### config.mk
export PLATFORM = sky130hd
export DESIGN_NAME = bht_ctrl
export DESIGN_NICKNAME = d
export VERILOG_FILES = /design/src/rtl/bht_ctrl.sv
export SDC_FILE = /design/constraint.sdc
export NUM_CORES = 1
export LEC_CHECK = 0
export ABC_AREA = 0
export CAP_MARGIN = 0
export CELL_PAD_IN_SITES_DETAIL_PLACEMENT = 1
export CELL_PAD_IN_SITES_GLOBAL_PLACEMENT = 2
export CORE_ASPECT_RATIO = 0.7
export CORE_MARGIN = 5
export CORE_UTILIZATION = 25
export DETAILED_ROUTE_END_ITERATION = 8
export PLACE_DENSITY_LB_ADDON = 0.1
export SYNTH_ARGS = -nofsm -noshare
export SYNTH_HDL_FRONTEND = slang
export SYNTH_SLANG_ARGS = --single-unit
### constraint.sdc
create_clock -name clk -period 4.1 [get_ports clk]
set_input_delay 0.615 -clock clk [delete_from_list [all_inputs] [get_ports clk]]
set_output_delay 0.615 -clock clk [all_outputs]
set_load 0.005 [all_outputs]
### src/rtl/bht_ctrl.sv
// Branch history table write-port controller: arbitrates EX-stage branch updates
// against a table invalidation sweep, raises mispredict redirects and keeps statistics.
module bht_ctrl #(
    parameter int TABLE_LEN = 4,
    parameter int CNT_W     = 32
) (
    input  logic                 clk,
    input  logic                 rst_n,
    input  logic                 ex_valid,
    input  logic                 ex_is_branch,
    input  logic [31:0]          PCE,
    input  logic                 PredE,
    input  logic [31:0]          NPC_PredE,
    input  logic                 BranchE,
    input  logic [31:0]          BrNPC,
    input  logic                 flush_req,
    output logic                 bht_we,
    output logic [1:0]           bht_op,
    output logic [TABLE_LEN-1:0] bht_idx,
    output logic [31:0]          bht_pc,
    output logic [31:0]          bht_target,
    output logic                 pred_gate,
    output logic                 busy,
    output logic                 redirect,
    output logic [31:0]          redirect_pc,
    output logic [CNT_W-1:0]     branch_cnt,
    output logic [CNT_W-1:0]     mispred_cnt
);

    typedef enum logic {ST_SWEEP, ST_IDLE} state_t;

    localparam logic [TABLE_LEN-1:0] LAST_IDX = {TABLE_LEN{1'b1}};
    localparam logic [1:0] OP_NONE = 2'b00;
    localparam logic [1:0] OP_TKN  = 2'b01;
    localparam logic [1:0] OP_NTKN = 2'b10;
    localparam logic [1:0] OP_INV  = 2'b11;

    function automatic logic [CNT_W-1:0] sat_inc(input logic [CNT_W-1:0] v);
        return (&v) ? v : v + {{(CNT_W-1){1'b0}}, 1'b1};
    endfunction

    state_t                 r_state;
    state_t                 w_next_state;
    logic [TABLE_LEN-1:0]   r_sidx;
    logic [TABLE_LEN-1:0]   w_next_sidx;

    logic                   w_res;
    logic                   w_mis;
    logic                   w_req_we;
    logic [1:0]             w_req_op;
    logic [TABLE_LEN-1:0]   w_req_idx;
    logic [31:0]            w_req_pc;
    logic [31:0]            w_req_tgt;

    logic                   r_we;
    logic [1:0]             r_op;
    logic [TABLE_LEN-1:0]   r_idx;
    logic [31:0]            r_pc;
    logic [31:0]            r_tgt;
    logic [CNT_W-1:0]       r_branch_cnt;
    logic [CNT_W-1:0]       r_mispred_cnt;

    assign w_res = ex_valid & ex_is_branch;
    // A taken/taken pair still mispredicts when the predicted target was wrong.
    assign w_mis = w_res & ((PredE != BranchE) | (PredE & BranchE & (NPC_PredE != BrNPC)));

    assign redirect    = w_mis;
    assign redirect_pc = BranchE ? BrNPC : PCE + 32'd4;

    always_comb begin
        w_next_state = r_state;
        w_next_sidx  = r_sidx;
        case (r_state)
            ST_SWEEP: begin
                if (flush_req) begin
                    w_next_sidx = '0;
                end else if (!w_res) begin
                    if (r_sidx == LAST_IDX) begin
                        w_next_state = ST_IDLE;
                    end else begin
                        w_next_sidx = r_sidx + 1'b1;
                    end
                end
            end
            ST_IDLE: begin
                if (flush_req) begin
                    w_next_state = ST_SWEEP;
                    w_next_sidx  = '0;
                end
            end
            default: begin
                w_next_state = ST_SWEEP;
                w_next_sidx  = '0;
            end
        endcase
    end

    // EX resolution always owns the port; the sweep only fills otherwise idle cycles.
    always_comb begin
        w_req_we  = w_res | (r_state == ST_SWEEP);
        w_req_op  = OP_NONE;
        w_req_idx = r_sidx;
        w_req_pc  = '0;
        w_req_tgt = '0;
        if (w_res) begin
            w_req_op  = BranchE ? OP_TKN : OP_NTKN;
            w_req_idx = PCE[TABLE_LEN+1:2];
            w_req_pc  = PCE;
            w_req_tgt = BrNPC;
        end else if (r_state == ST_SWEEP) begin
            w_req_op  = OP_INV;
        end
    end

    always_ff @(posedge clk) begin
        if (!rst_n) begin
            r_state       <= ST_SWEEP;
            r_sidx        <= '0;
            r_we          <= 1'b0;
            r_op          <= OP_NONE;
            r_idx         <= '0;
            r_pc          <= '0;
            r_tgt         <= '0;
            r_branch_cnt  <= '0;
            r_mispred_cnt <= '0;
        end else begin
            r_state <= w_next_state;
            r_sidx  <= w_next_sidx;
            r_we    <= w_req_we;
            r_op    <= w_req_op;
            r_idx   <= w_req_idx;
            r_pc    <= w_req_pc;
            r_tgt   <= w_req_tgt;
            if (w_res) begin
                r_branch_cnt <= sat_inc(r_branch_cnt);
            end
            if (w_mis) begin
                r_mispred_cnt <= sat_inc(r_mispred_cnt);
            end
        end
    end

    assign bht_we      = r_we;
    assign bht_op      = r_op;
    assign bht_idx     = r_idx;
    assign bht_pc      = r_pc;
    assign bht_target  = r_tgt;
    assign busy        = (r_state == ST_SWEEP);
    assign pred_gate   = (r_state == ST_IDLE);
    assign branch_cnt  = r_branch_cnt;
    assign mispred_cnt = r_mispred_cnt;

endmodule

==> impl_results.md <==
- RSZ-0062 raised after global routing: false
- FP Rows: 48
- Starting Density: 25.59%
- Total of warnings raised by yosys: 0
- Status: completed
- Root Driver: clkbuf_16
- Worst skew pair latency: 0.41 ns
- Clock-pin slew on the worst setup and hold paths: 0.05 ns
- Mean Syn Cell Area: ~8.5 um2
- Clock Skew: around 0.0064 ns
- CTS Buffer Depth: 2
- Vias in the first global route: roughly 6,400
- Flops & latches, synth: 140
- Max FO, Critical Path: 4
- Critical path class: input pin to output pin
- All-Layer GR Usage: 18.00%
- Post-synthesis cell area: 6347 um2
- Worst path arrival time: 3.23 ns
- Port buffer count: between 200 and 300
- CP Capture Type: output pin
- Total CTS buffers: 17
- PD cells: 326.8 nW/um2
- Register area: roughly 2800 um2
- Cell count after synthesis: 745
- DP Cell Count: 1,325
- Routed wire length: 26.43 mm
- Inserted Diodes: 0
- Post-DR vias/cell: 4.670
- Pin count of the biggest net entering global routing: slightly below 80
- Tot Pwr: 3.275 mW
- First-pass GRT wire length: 39.91 mm
- H-tree lvl count: 4
- Die Span Y: 143.3 um
- Syn Nets: 853
- Worst setup SP type: input pin
- Die width: between 200 and 250 um
- Synth async-reset ratio: 0%
- Max Cap Violations: 0
- Clock tree sinks: 140
- Leakage power: between 3 and 4 nW
- Worst-Margin Slew: 0.8183 ns
- Period minus WS final: about 3.8 ns
- HPWL after DPL: around 20 mm
- CP startpoint: PCE[2]
- Final Max Slew Viols: 0
- Dominant synthesized flop cell: dfxtp_1
- Area Growth Syn to Fin: 57.92%
- Max VDD drop: 0.0002745 V
- Endpoints failing setup: 0
- Setup TNS: 0 ns
- DRT iter0 DRCs: 200
- Hold path start: mispred_cnt[26]$_SDFFE_PN0P_
- Post-synth EDFFs: 0
- Non-Filler Instances: 1,358
- CTS tree: yes
- Min setup slack post-route: 0.2560 ns
- Wire length per cell: ~20 um
- RR Startpoint: branch_cnt[0]$_SDFFE_PN0P_
- Register area share after synthesis: 44.16%
- Layout cells sized above 1: 5.808%
- Fillers: just under 3,000
- Post-placement worst setup slack: 0.04829 ns
- ANT nets after route: 0
- Yosys cell types: 42
- Fin crit share: 93.76%
- CP required: 3.48 ns
- Slew margin rel.: 45.45%
- # IOs: 273
- Remaining DRCs: 0
- Footprint of the multi-input gates: around 3400 um2
- Remaining global-route overflow: 0
- Routed via count: 6,342
- First-pass DRT Iterations: 4
- Full die area: 28,730 um2
- Fmax: 0.2601 GHz
- Worst hold slack: 0.4917 ns
- Hold buffers post-CTS: 0
- GPL Wtd Cong: 0.7742
- Final Net Count: around 1,100
- Initial antenna violation count: 0
- Hold Crit Class: flop to flop
- Hold Vio Cnt, Final: 0
- Core area: between 20,000 and 25,000 um2
[sequential cells by signal, summed over array words and instances, names as in the netlist]
signal,count
bht_idx,4
mispred_cnt,32
pred_gate,1
bht_op,2
r_sidx,4
bht_we,1
bht_pc,32
branch_cnt,32
bht_target,32
[synth_stat cells, types with 17 or more instances]
| cell | number | area (um2) |
|---|---|---|
| dfxtp_1 | 140 | 2803 |
| nand2_1 | 83 | 311.6 |
| and3_1 | 75 | 469.2 |
| xnor2_1 | 63 | 551.8 |
| nor2_1 | 56 | 210.2 |
| o21ai_0 | 48 | 240.2 |
| nand3_1 | 35 | 175.2 |
| a21oi_1 | 33 | 165.2 |
| clkbuf_1 | 31 | 116.4 |
| xor2_1 | 28 | 245.2 |
| nand4_1 | 23 | 143.9 |
| or3_1 | 17 | 106.4 |
[final timing paths]
check,end,cells after the start,slack [ns]
setup / recovery,redirect_pc[30],10,0.26
hold / removal,mispred_cnt[26]$_SDFFE_PN0P_,2,0.49
setup reg to reg,branch_cnt[28]$_SDFFE_PN0P_,8,1.34
hold reg to reg,mispred_cnt[26]$_SDFFE_PN0P_,2,0.49
[cell usage in the layout, fill, tap and decap left out, types with 3 or more instances in the layout]
| master | n |
|---|---|
| o21ai_0 | 48 |
| or3_4 | 3 |
| nor4_1 | 4 |
| nor3_1 | 16 |
| or4_1 | 7 |
| nand3_1 | 34 |
| dfxtp_1 | 140 |
| clkinv_2 | 6 |
| clkdlybuf4s50_1 | 269 |
| mux2_2 | 3 |
| clkbuf_1 | 5 |
| nand2b_1 | 6 |
| or3_1 | 17 |
| nand2_1 | 83 |
| nand4_1 | 23 |
| xnor2_1 | 63 |
| xor2_1 | 28 |
| inv_1 | 9 |
| a21oi_1 | 33 |
| ha_1 | 4 |
| and3_1 | 75 |
| buf_4 | 18 |
| nor2_1 | 56 |
| and2_1 | 7 |
| clkbuf_16 | 17 |
| o31ai_1 | 7 |
| o21a_1 | 11 |
| mux2i_1 | 5 |
| and4_1 | 6 |
[power by group]
part	switching, mW	internal [mW]	leakage [nW]	total [mW]
Clock	0.602	0.861	0.268	1.46
Sequential	0.00974	1.38	1.13	1.39
Combinational	0.189	0.230	2.26	0.419
[layout make-up]
class	instances	area share (%)
clock buffer	24	4.706
inverter	10	0.3745
clock inverter	8	0.6741
tap	325	4.057
multi-input combinational	561	33.79
timing repair buffer	290	28.44
sequential	140	27.96
[logic make-up after synthesis]
| kind of cell | Yosys count | share of synthesized area (%) |
|---|---|---|
| multiplexers | 8 | 1.321 |
| adder cells (fa/ha/maj) | 5 | 0.9856 |
| AND/OR/NAND/NOR | 347 | 28.50 |
| flip-flops | 140 | 44.16 |
| AO/OA/AOI/OAI | 110 | 9.856 |
| XOR/XNOR | 91 | 12.56 |
| buffers and inverters | 44 | 2.622 |
[critical path: stages]
cell and delay, ns:
clkdlybuf4s50_1 0.49, ha_2 0.21, and4_1 0.23, and3_1 0.25, nand3_2 0.17, or2_2 0.38, nor2_1 0.14, xnor2_1 0.08
o21ai_0 0.14, clkdlybuf4s50_1 0.52
[through the flow]
step	utilization, %	cell area, um2
after floorplan	-	6347
final	40.41	10020
after global placement	38.17	9467
after detailed placement	38.17	9467
after CTS	40.34	10010
after global routing	40.41	10020
[what timing repair did]
item,4_1_cts,5_1_grt
buffers inserted,0,1
setup endpoints to repair,0,7
resized for setup,0,3
[metal layers]
layer | track usage, % | wire length [um] | vias to the layer above
met3 | 5.301 | 1322 | 20
met4 | 4.452 | 412 | 0
met2 | 28.42 | 11620 | 139
li1 | - | - | 3153
met5 | 0 | 0 | -
met1 | 24.45 | 13080 | 3030
No activity file was read; power rests on OpenSTA's default activity.
